[src/rtl/btn_press_capture.sv]
// Debounced single-cycle press capture for four push-buttons (IDLE/ARM/HELD FSM).
// Optional 2-flop input synchronizer enabled by defining SIMON_BTN_SYNC_EN.
module btn_press_capture #(
    parameter int DEB_TICKS = 4,
    parameter int CW        = 3
) (
    input  logic       clk,
    input  logic       reset,
    input  logic       sample_en,
    input  logic [3:0] btn,
    output logic       btn_valid,
    output logic [1:0] btn_val,
    output logic       multi_err,
    output logic       busy,
    output logic [1:0] state_o
);

    typedef enum logic [1:0] {
        IDLE = 2'd0,
        ARM  = 2'd1,
        HELD = 2'd2
    } state_t;

    localparam logic [CW-1:0] L_TICKS = CW'(DEB_TICKS);

    state_t        r_state;
    logic [CW-1:0] r_cnt;
    logic [3:0]    r_code;
    logic          r_valid;
    logic [1:0]    r_val;
    logic          r_merr;
    logic          r_busy;

    logic [3:0]    w_btn_s;
    logic [CW-1:0] w_cnt_inc;
    logic          w_onehot;
    logic [1:0]    w_idx;

`ifdef SIMON_BTN_SYNC_EN
    logic [3:0] r_sync1;
    logic [3:0] r_sync2;

    // NOTE: sequential state uses non-blocking assignments so every flop samples pre-edge values.
    always_ff @(posedge clk) begin
        if (reset) begin
            r_sync1 <= '0;
            r_sync2 <= '0;
        end else begin
            r_sync1 <= btn;
            r_sync2 <= r_sync1;
        end
    end

    assign w_btn_s = r_sync2;
`else
    assign w_btn_s = btn;
`endif

    function automatic logic [1:0] f_index(input logic [3:0] v);
        f_index = 2'd0;
        for (int i = 0; i < 4; i++) begin
            if (v[i]) f_index = 2'(i);
        end
    endfunction

    // Saturating increment: the counter parks at DEB_TICKS instead of wrapping.
    assign w_cnt_inc = (r_cnt >= L_TICKS) ? L_TICKS : r_cnt + CW'(1);
    assign w_onehot  = (w_btn_s != 4'd0) && ((w_btn_s & (w_btn_s - 4'd1)) == 4'd0);
    assign w_idx     = f_index(w_btn_s);

    always_ff @(posedge clk) begin
        if (reset) begin
            r_state <= HELD;
            r_busy  <= 1'b1;
            r_cnt   <= '0;
            r_code  <= '0;
            r_valid <= 1'b0;
            r_val   <= 2'd0;
            r_merr  <= 1'b0;
        end else begin
            r_valid <= 1'b0;
            r_merr  <= 1'b0;
            if (sample_en) begin
                unique case (r_state)
                    IDLE: begin
                        if (w_btn_s != 4'd0) begin
                            r_code <= w_btn_s;
                            if (DEB_TICKS == 1) begin
                                r_valid <= w_onehot;
                                r_merr  <= !w_onehot;
                                if (w_onehot) r_val <= w_idx;
                                r_state <= HELD;
                                r_busy  <= 1'b1;
                                r_cnt   <= '0;
                            end else begin
                                r_state <= ARM;
                                r_busy  <= 1'b1;
                                r_cnt   <= CW'(1);
                            end
                        end
                    end
                    ARM: begin
                        if (w_btn_s == r_code) begin
                            if (w_cnt_inc == L_TICKS) begin
                                r_valid <= w_onehot;
                                r_merr  <= !w_onehot;
                                if (w_onehot) r_val <= w_idx;
                                r_state <= HELD;
                                r_busy  <= 1'b1;
                                r_cnt   <= '0;
                            end else begin
                                r_cnt <= w_cnt_inc;
                            end
                        end else if (w_btn_s == 4'd0) begin
                            r_state <= IDLE;
                            r_busy  <= 1'b0;
                            r_cnt   <= '0;
                        end else begin
                            r_code <= w_btn_s;
                            r_cnt  <= CW'(1);
                        end
                    end
                    HELD: begin
                        if (w_btn_s == 4'd0) begin
                            if (w_cnt_inc == L_TICKS) begin
                                r_state <= IDLE;
                                r_busy  <= 1'b0;
                                r_cnt   <= '0;
                            end else begin
                                r_cnt <= w_cnt_inc;
                            end
                        end else begin
                            r_cnt <= '0;
                        end
                    end
                    default: begin
                        r_state <= HELD;
                        r_busy  <= 1'b1;
                        r_cnt   <= '0;
                    end
                endcase
            end
        end
    end

    assign btn_valid = r_valid;
    assign btn_val   = r_val;
    assign multi_err = r_merr;
    assign busy      = r_busy;
    assign state_o   = r_state;

endmodule

[config.mk]
export PLATFORM = sky130hd
export DESIGN_NAME = btn_press_capture
export DESIGN_NICKNAME = d
export VERILOG_FILES = /design/src/rtl/btn_press_capture.sv
export SDC_FILE = /design/constraint.sdc
export NUM_CORES = 1
export LEC_CHECK = 0
export CAP_MARGIN = 40
export CORE_AREA = 3 3 42 44
export DETAILED_ROUTE_END_ITERATION = 10
export DIE_AREA = 0 0 45 47
export DONT_BUFFER_PORTS = 1
export PLACE_DENSITY = 0.74
export SYNTH_ARGS = -nofsm -noshare
export SYNTH_HDL_FRONTEND = slang
export SYNTH_SLANG_ARGS = --single-unit
[constraint.sdc]
create_clock -name clk -period 2.8 [get_ports clk]
set_clock_uncertainty 0.1 [all_clocks]
set_input_delay 0.56 -clock clk [delete_from_list [all_inputs] [get_ports clk]]
set_output_delay 0.56 -clock clk [all_outputs]
set_load 0.05 [all_outputs]
# == Word level (Yosys, flattened, before mapping) ==
# Cells that the tools add are included.
# op_classes
n_addsub,2
order_cmp,1
n_eq_ne,11
n_mux,28
bitwise_logic,5
reduce_logical,12
# ops
cell,count
2-bit two-way mux,8
3-bit two-way mux,5
4-bit two-way mux,3
"2-bit != test, second input constant",5
5-bit AND reduction,2
3-bit case mux with 3 select lines,1
4-bit logical NOT,2
1-bit two-way mux,8
4-bit case mux with 2 select lines,1
"3-bit != test, second input constant",2
2-bit case mux with 3 select lines,1
6-bit AND reduction,1
5-bit OR reduction,1
4-bit AND,1
4-bit == test,1
1-bit inverter,4
4-bit nonzero test,1
"4-bit by 1-bit subtractor with 4-bit output, second input constant",1
"3-bit by 1-bit adder with 3-bit output, second input constant",1
"3-bit == test, second input constant",1
"3-bit greater-or-equal comparator, second input constant",1
1-bit case mux with 3 select lines,1
"2-bit by 1-bit == test with 1-bit output, second input constant",1
"2-bit == test, second input constant",1
other kinds (5),5
# totals
register_bits,14
inputBits,7
out_inout_bits,7
word_cells,66

# == Depth between registers and ports, before layout ==
# Gate-level depths: netlist of run 1.
# depth
ltp_word,6
mapped_depth,7
depth_no_buf,7

# == Worst setup path after synthesis of run 1 ==
# OpenSTA, ideal clock, no wires.
# synth_timing
path_type,input -> register
startpoint,in btn[1]
endpoint,"reg r_val[1], in the netlist btn_val[1]"
setup_time_ns,0.116
t_arrival_ns,1.833
required_ns,2.584
path_slack_ns,0.751
path_stages,6
n_path_buf,1
path_cell_list,buf_4 xnor2_1 and4_4 nand4b_4 or4_1 o211a_1
# synth_between
elab_chain_cells,5
elab_cells_between_ends,7
cone_classes,add/sub (1); eq/ne (1); bitwise (1); reduce/logical (4)
# synth_lines
element,line_no,text
"start, declared",10,"input logic [3:0] btn,"
4-bit by 1-bit subtractor with 4-bit output,68,assign w_onehot = (w_btn_s != 4'd0) && ((w_btn_s & (w_btn_s - 4'd1)) == 4'd0);
4-bit AND,68,
4-bit logical NOT,68,
1-bit logical AND,68,
5-bit AND reduction (no source line) (*),-,
"end signal, assigned",91,if (w_onehot) r_val <= w_idx;
"end signal, assigned",107,if (w_onehot) r_val <= w_idx;
"end, declared",30,logic [1:0] r_val;
# Mark *: on every way between the ends. The rest lies on a longest branch, timed or not.
# A chain may end at the register's enable or synchronous reset.

# == Worst setup path in the final report of run 1 ==
# layout_timing
startpoint,reg r_cnt[0]
endpoint,"reg r_val[1], in the netlist btn_val[1]"
# layout_between
elab_chain_cells,4
elab_cells_between_ends,5
cone_classes,add/sub (1); order compare (1); eq/ne (1); mux (1); reduce/logical (1)
# layout_lines
element,line_no,text
"start, declared",27,logic [CW-1:0] r_cnt;
"start signal, assigned",112,r_cnt <= w_cnt_inc;
"start signal, assigned",130,r_cnt <= w_cnt_inc;
3-bit by 1-bit adder with 3-bit output / 3-bit greater-or-equal comparator (equally long branches),67,assign w_cnt_inc = (r_cnt >= L_TICKS) ? L_TICKS : r_cnt + CW'(1);
3-bit two-way mux (*),67,
3-bit == test (*),104,if (w_cnt_inc == L_TICKS) begin
5-bit AND reduction (no source line) (*),-,
# Marked as above.

==> results of run 1 <==
## final timing paths
| check | start | endpoint | slack, ps | cells after the start |
|---|---|---|---|---|
| hold reg to reg | r_code[1] | r_code[1] | 420 | 2 |
| setup / recovery | r_cnt[0] | btn_val[1] | 580 | 7 |
| setup reg to reg | r_cnt[0] | btn_val[1] | 580 | 7 |
| hold / removal | reset | r_code[1] | 240 | 1 |
## placed cells by master (no fill, tap or decap), types with 3 or more instances in the layout
master,synthesis,layout
xnor2_1,5,5
a21oi_1,3,3
nand2b_1,4,4
nand2_1,4,4
inv_1,3,3
clkbuf_4,0,3
o21ai_0,4,4
dfxtp_1,14,14
nor2_1,12,12
o21a_1,3,3
nor3_1,3,3
mux2i_1,6,6
## logic make-up after synthesis
kind of cell,Yosys count
fa+ha+maj,2
compound gates,22
xor+xnor,6
buf+inv,9
simple gates,37
mux,6
flops,14
## flip-flops by register name, summed over array words and instances (netlist names)
name,flops
r_cnt,3
r_code,4
state_o,2
busy,1
btn_val,2
btn_valid,1
multi_err,1
## metal layers
metal  vias up  part of all wire, %  track usage (%)  wire, microns
met2        39                   46             27.7            758
met3         4                   10             4.98            164
met1       324                   42             20.4            694
met4         0                  1.8             12.3             29
met5         -                    0                0              0
li1        349                    -                -              -
## per-stage QoR
stage / utilization, % / hold slack [ps] / instances / power, mW
3_5_place_dp: 57.1 / 412 / 107 / 0.222
6_report: 59.6 / 240 / 111 / 0.364
3_3_place_gp: 57.1 / 397 / 107 / 0.222
5_1_grt: 59.6 / 221 / 111 / 0.379
4_1_cts: 59.6 / 228 / 111 / 0.369
2_1_floorplan: - / 382 / 96 / 0.232
## final cells by class
type | count | area, sq um | area share (%)
tap | 16 | 20.0 | 2.28
clock buffer | 4 | 36.3 | 4.14
multi-input combinational | 73 | 522 | 59.5
inverter | 3 | 11.3 | 1.28
timing repair buffer | 1 | 7.51 | 0.856
sequential | 14 | 280 | 32.0
## worst max-delay path, cell delays in order (launching register included)
cell and delay (ps):
dfxtp_1 430, inv_1 90, ha_1 330, and3b_1 280, nor2_1 80, nand4b_4 200
or4_1 490, o211a_1 140
## power breakdown
group	switching [mW]	leakage [nW]	internal (mW)
combinational	0.00863	0.225	0.00977
sequential	0.000327	0.113	0.199
clock	0.0670	0.0210	0.0792
==> results.cfg, run 1 <==
[yosys]
yosys_warnings = 0
adder_and_majority_gate_portion_of_the_synthesized_area_pct = 2.90
postSynthNetCount = 105
yosys.area_share.xor_xnor_pct = 6.09
synthMostInstantiatedCell = dfxtp_1
complex_gate_fraction_of_the_synthesized_area_pct = 18.3
yosysUniqueCellTypes = 39
synth_top_family_by_area = simple AND/OR/NAND/NOR gates
synth_seq_area_share_pct = 32.5
synth-simple-area-share_pct = 26.2
synth_edf_count = 0
syn-instance-count = 96
synth-async-reset-ratio_pct = 0
post_synth_instance_area_sq_um = 863
synthFlopType = dfxtp_1
synth_area_per_cell_sq_um = 8.99
synth.top_cell.area_share_pct = 32.5
post-synth-top-area-cell = dfxtp_1
synth.cells.most_frequent = dfxtp_1, nor2_1, mux2i_1
synth.area.top_cells = dfxtp_1, mux2i_1, nor2_1, xnor2_1, buf_6
number_of_storage_elements_in_the_synthesis_netlist = 14
yosys-mux-area-fraction_pct = 6.96

[floorplanning]
design.die.area_sq_um = 2120
initial_core_utilization_pct = 58.7
floorplan.die.width_microns = 45
chipHeight_microns = 47
design.portCount = 14
core_area_sq_um = 1470
row_count = 14

[placement]
post-dp-hpwl_microns = 1190
detailed_place.area_sq_um = 841
buffer_ports.inserted = 0
dp_worst_setup_slack_ps = 618
gp_congestion = 0.824

[pwr]
power_density_nw_per_um2 = 415
max-vdd-ir-drop_mv = 0.290
leakage_nw = 0.359

[clocking]
clkSinkCount = 14
clock_edge_transition_at_the_registers_on_the_reported_setup_and_hold_paths_ps = 90
worst_skew_pair_latency_ps = 280
cts.repair_timing.setup_buffer_count = 0
cts_inserted_buffers = 3
cts-resized-gates = 0
ctsLongestPathBuffers = 2
post_cts_hold_buffer_count = 0
cts_tree = done
cts_root_buffer = clkbuf_4
cts_max_level = 1

[routing]
number_of_detailed_routing_iterations_run_before_antenna_repair = 4
finalWirelength_microns = 1650
routed-via-count = 716
vias_per_cell = 6.45
drt_first_iter_violations = 26
detail_route.drc_violations = 0
ant_nets = 0
post_drt_wl_per_cell_microns = 14.8

[grt]
grt_pass1_vias = 641
grt_max_degree = 15
grt_remaining_overflow = 0
grt_usage_pct = 17.5
grt_first_pass_wirelength_microns = 2650
initial_antenna_violation_count = 0

[timing]
worst_slack_ps = 576
report.final.setup_viol = 0
final-hold-violation-count = 0
rsz_0062_raised_after_global_routing = false
setup-tns-final_ps = 0
worst_slew_pin_slew_ps = 754
period_share_pct = 79.4
timing_max_transition_violations_final = 0
maxClockFrequency_mhz = 450
layout_min_cycle_time_ps = 2220
timing.max_slew.rel_slack_pct = 49.7

[cells_and_area]
areaGrowthSynthToFinish_pct = 1.59
antenna-diode-count = 0
layout.filler_cells = 131
post_route_cells_drive_above_1_share_pct = 10.5
num-nets-final = 105
finish.instance_area_sq_um = 877

[worst_setup_path]
path_max_fanout = 6
critPathKind = reg -> reg
required_ps = 2880
startpoint_type = register
endpoint_kind = register
critical_path_arrival_ps = 2310

[min_path]
hold_path.class = in -> reg

[job]
cap_violations = 0

[run_status]
status = completed
Note: power is estimated with default switching activity, not from simulation.
==> run 2, diff against run 1 <==
Clock period 2.8 ns to 2.2 ns, I/O delays scaled along.
==> results.cfg, run 2 (synthesis gave the netlist of run 1 again) <==
[floorplanning]
chipHeight_microns = 47
core_area_sq_um = 1470
design.die.area_sq_um = 2120
initial_core_utilization_pct = 58.7
design.portCount = 14
floorplan.die.width_microns = 45
row_count = 14

[timing]
maxClockFrequency_mhz = 486
period_share_pct = 93.5
final-hold-violation-count = 0
layout_min_cycle_time_ps = 2060
setup-tns-final_ps = 0
rsz_0062_raised_after_global_routing = false
worst_slew_pin_slew_ps = 534
timing_max_transition_violations_final = 0
whs_ps = 123
report.final.setup_viol = 0
timing.max_slew.rel_slack_pct = 64.4

[cells_and_area]
layout.filler_cells = 143
largest_register_ff_count = 4
post_route_cells_drive_above_1_share_pct = 12.4
most-common-layout-cells = dfxtp_1, nor2_1, mux2i_1
finish.utilization_pct = 60.2
top_flop_regs = r_code: 4 flops, r_cnt: 3 flops
instances_no_fill = 113
num-nets-final = 108
areaGrowthSynthToFinish_pct = 2.61
antenna-diode-count = 0
leading_cell_type_in_the_layout_fill_and_taps_excluded = dfxtp_1
register_with_the_most_flip_flops = r_code

[clocking]
clock_edge_transition_at_the_registers_on_the_reported_setup_and_hold_paths_ps = 80
cts.repair_timing.setup_buffer_count = 0
cts_inserted_buffers = 3
worst_skew_pair_latency_ps = 280
post_cts_hold_buffer_count = 0
cts_max_level = 1
clkSinkCount = 14
cts-resized-gates = 0
ctsLongestPathBuffers = 2
cts_tree = done
cts_root_buffer = clkbuf_4

[pwr]
switching_power_uw = 89.8
power.internal_uw = 330
pwr-share-clk_pct = 33.7
combinationalPowerShare_pct = 6.0
power_density_nw_per_um2 = 474
p_total_uw = 420
netSwitchingFraction_pct = 21.4
seq_power_share_pct = 60.4
leakage_nw = 0.367
max-vdd-ir-drop_mv = 0.332

[grt]
initial_antenna_violation_count = 0
grt.met3_usage_pct = 4.98
layer_carrying_the_most_global_route_usage = met2
gr-usage-met1_pct = 23.0
grt_max_degree = 15
grt_usage_pct = 18.7
met2_usage_pct = 29.7
grt_first_pass_wirelength_microns = 2930
grt_remaining_overflow = 0
grt_pass1_vias = 689

[worst_setup_path]
startpoint_type = register
critPathKind = reg -> reg
critical_path_arrival_ps = 2130
endpoint_kind = register
worstPathCellList = inv_1 > ha_1 > and3b_1 > nor2_1 > nand4b_4 > or4_1 > o211a_1
path_max_fanout = 5
crit_path_top_delay_cell = or4_1
crit_path_max_incr_delay_ps = 490
required_ps = 2280

[routing]
detail_route.drc_violations = 0
number_of_detailed_routing_iterations_run_before_antenna_repair = 4
vias_per_cell = 6.37
routed-via-count = 720
post_drt_wl_per_cell_microns = 15.2
ant_nets = 0
finalWirelength_microns = 1720
drt_first_iter_violations = 12

[job]
cap_violations = 0

[placement]
dp.cells = 110
buffer_ports.inserted = 0
gp_congestion = 0.874
post-dp-hpwl_microns = 1280

[min_path]
hold_path.class = in -> reg

[run_status]
status = completed
## run 2: changes by cell type in the layout (fill, tap and decap cells not counted)
cell / before / now
buf_4: 1 / 4
clkbuf_8: 1 / 0
## run 2: path summary, 6_finish.rpt
kind,startpoint,to,slack (ps),cells after the start
hold reg to reg,r_code[2],r_code[2],420,2
hold / removal,reset,r_code[2],120,1
setup reg to reg,r_cnt[1],btn_val[1],140,7
setup / recovery,r_cnt[1],btn_val[1],140,7
## run 2: per-stage QoR
stage / setup slack, ps / area (sq um)
2_1_floorplan: 182 / 863
3_3_place_gp: 193 / 863
3_5_place_dp: 158 / 863
4_1_cts: 136 / 886
5_1_grt: 33.2 / 886
6_report: 143 / 886
## run 2: layer usage
layer | share of wire (%) | vias to the layer above
met5 | 0 | -
met2 | 48 | 24
met1 | 43 | 337
met4 | 1.5 | 0
met3 | 7.5 | 4
li1 | - | 355
## run 2: area by class of cell
cell class	count	area (sq um)	area share [%]
multi-input cells	73	522	58.9
flip-flops and latches	14	280	31.6
repair buffers	4	30.0	3.39
clock buffers	3	22.5	2.54
well taps	16	20.0	2.26
inverters	3	11.3	1.27
## run 2: worst max-delay path, delay by kind of cell, from the launching register on
family                   cells  cell delay (ps)
AND/OR/NAND/NOR              4             1020
flip-flops                   1              360
adder cells (fa/ha/maj)      1              290
AO/OA/AOI/OAI                1              140
buffers and inverters        1               50
## run 2: power groups by stage
stage	registers, mW	logic, mW	clock network (mW)
3_3_place_gp	0.260	0.0244	0
3_5_place_dp	0.260	0.0251	0
2_1_floorplan	0.260	0.0360	0
5_1_grt	0.254	0.0282	0.156
4_1_cts	0.253	0.0251	0.145
6_report	0.253	0.0251	0.141
==> run 3, diff against run 2 <==
Settings changed: GPL_TIMING_DRIVEN set to 0.
==> results.cfg, run 3 (synthesis gave the netlist of run 1 again) <==
[timing]
worst_slew_pin_slew_ps = 735
final-hold-violation-count = 0
period_share_pct = 94.3
rsz_0062_raised_after_global_routing = false
whs_ps = 167
maxClockFrequency_mhz = 482
timing_max_transition_violations_final = 0
timing.max_slew.rel_slack_pct = 51.0
report.final.setup_viol = 0
setup-tns-final_ps = 0
layout_min_cycle_time_ps = 2070

[job]
cap_violations = 0

[worst_setup_path]
critical_path_buf_inv_count = 1
startpoint_type = register
critical_path_arrival_ps = 2160
worstPathCellList = inv_1 > ha_4 > and3b_2 > nor2_1 > nand4b_4 > or4_4 > o211a_1
crit_path_top_delay_cell = or4_4
cpLargestDelayFamily = simple AND/OR/NAND/NOR gates
endpoint_kind = register
critPathKind = reg -> reg
path_max_fanout = 6
crit_path_max_incr_delay_ps = 510
required_ps = 2290

[routing]
routed-via-count = 700
detail_route.drc_violations = 0
post_drt_wl_per_cell_microns = 14.4
vias_per_cell = 6.03
number_of_detailed_routing_iterations_run_before_antenna_repair = 4
drt_first_iter_violations = 12
ant_nets = 0
finalWirelength_microns = 1670

[grt]
initial_antenna_violation_count = 0
grt_first_pass_wirelength_microns = 2810
grt_max_degree = 11
grt_pass1_vias = 646
met2_usage_pct = 29.1
grt_usage_pct = 18.5
grt.met3_usage_pct = 6.13
gr-usage-met1_pct = 24.2
layer_carrying_the_most_global_route_usage = met2
grt_remaining_overflow = 0

[clocking]
cts_tree = done
cts.repair_timing.setup_buffer_count = 0
clock_edge_transition_at_the_registers_on_the_reported_setup_and_hold_paths_ps = 90
cts_max_level = 1
worst_skew_pair_latency_ps = 280
clkSinkCount = 14
cts_root_buffer = clkbuf_4
cts_inserted_buffers = 3
ctsLongestPathBuffers = 2

[cells_and_area]
num-nets-final = 110
finish.instance_area_sq_um = 941
finish.utilization_pct = 63.9
antenna-diode-count = 0
register_with_the_most_flip_flops = r_code
post_route_cells_drive_above_1_share_pct = 18.0
areaGrowthSynthToFinish_pct = 8.99
leading_cell_type_in_the_layout_fill_and_taps_excluded = dfxtp_1
top_flop_regs = r_code: 4 flops, r_cnt: 3 flops
largest_register_ff_count = 4
most-common-layout-cells = dfxtp_1, nor2_1, mux2i_1

[pwr]
power_density_nw_per_um2 = 513
max-vdd-ir-drop_mv = 0.342
p_total_uw = 483
leakage_nw = 0.385

[floorplanning]
initial_core_utilization_pct = 58.7
floorplan.die.width_microns = 45
row_count = 14
design.portCount = 14
core_area_sq_um = 1470
design.die.area_sq_um = 2120
chipHeight_microns = 47

[min_path]
hold_path.class = in -> reg

[placement]
detailed_place.area_sq_um = 883
gp_congestion = 0.838
buffer_ports.inserted = 0
post-dp-hpwl_microns = 1250

[run_status]
status = completed
[run 3: cell type report]
class	count	area [sq um]
plain buffers	6	50.0
clock buffers	4	36.3
fillers	137	531
inverters	3	11.3
multi-input cells	73	539
flip-flops and latches	14	284
well taps	16	20.0
[run 3: timing repair]
action                     CTS  global route
hold buffers                 0             0
gates resized for setup      1             4
pin swaps                    0             1
setup endpoints to repair    2             2
[run 3: power by group]
group	switching [mW]	leakage (nW)	internal [mW]	total, mW
combinational	0.0238	0.251	0.0194	0.0431
sequential	0.000408	0.114	0.252	0.253
clock	0.0862	0.0210	0.101	0.187
[run 3: worst reg2reg max path: cells and delay by family, from the launching register on]
kind	cells	cell delay, ps
flip-flops	1	370
AO/OA/AOI/OAI	1	130
buffers and inverters	1	120
AND/OR/NAND/NOR	4	1030
adder cells (fa/ha/maj)	1	220
[run 3: worst paths after layout]
| kind | start | endpoint | slack, ps | cells past startpoint |
|---|---|---|---|---|
| worst max register to register | r_cnt[0] | btn_val[1] | 130 | 7 |
| worst min register to register | r_code[2] | r_code[2] | 430 | 2 |
| worst max-delay path | r_cnt[0] | btn_val[1] | 130 | 7 |
| worst min-delay path | sample_en | state_o[0] | 170 | 1 |
[run 3: metrics by stage]
| stage | setup WS [ps] | instances |
|---|---|---|
| 2_1_floorplan | 182 | 96 |
| 3_3_place_gp | 44.0 | 112 |
| 3_5_place_dp | -18.1 | 112 |
| 4_1_cts | 33.9 | 116 |
| 5_1_grt | 48.7 | 116 |
| 6_report | 126 | 116 |
[run 3: metal layers]
layer | vias to the layer above | share of wire (%)
li1 | 360 | -
met1 | 317 | 46
met2 | 21 | 45
met3 | 2 | 7.2
met4 | 0 | 1.1
met5 | - | 0
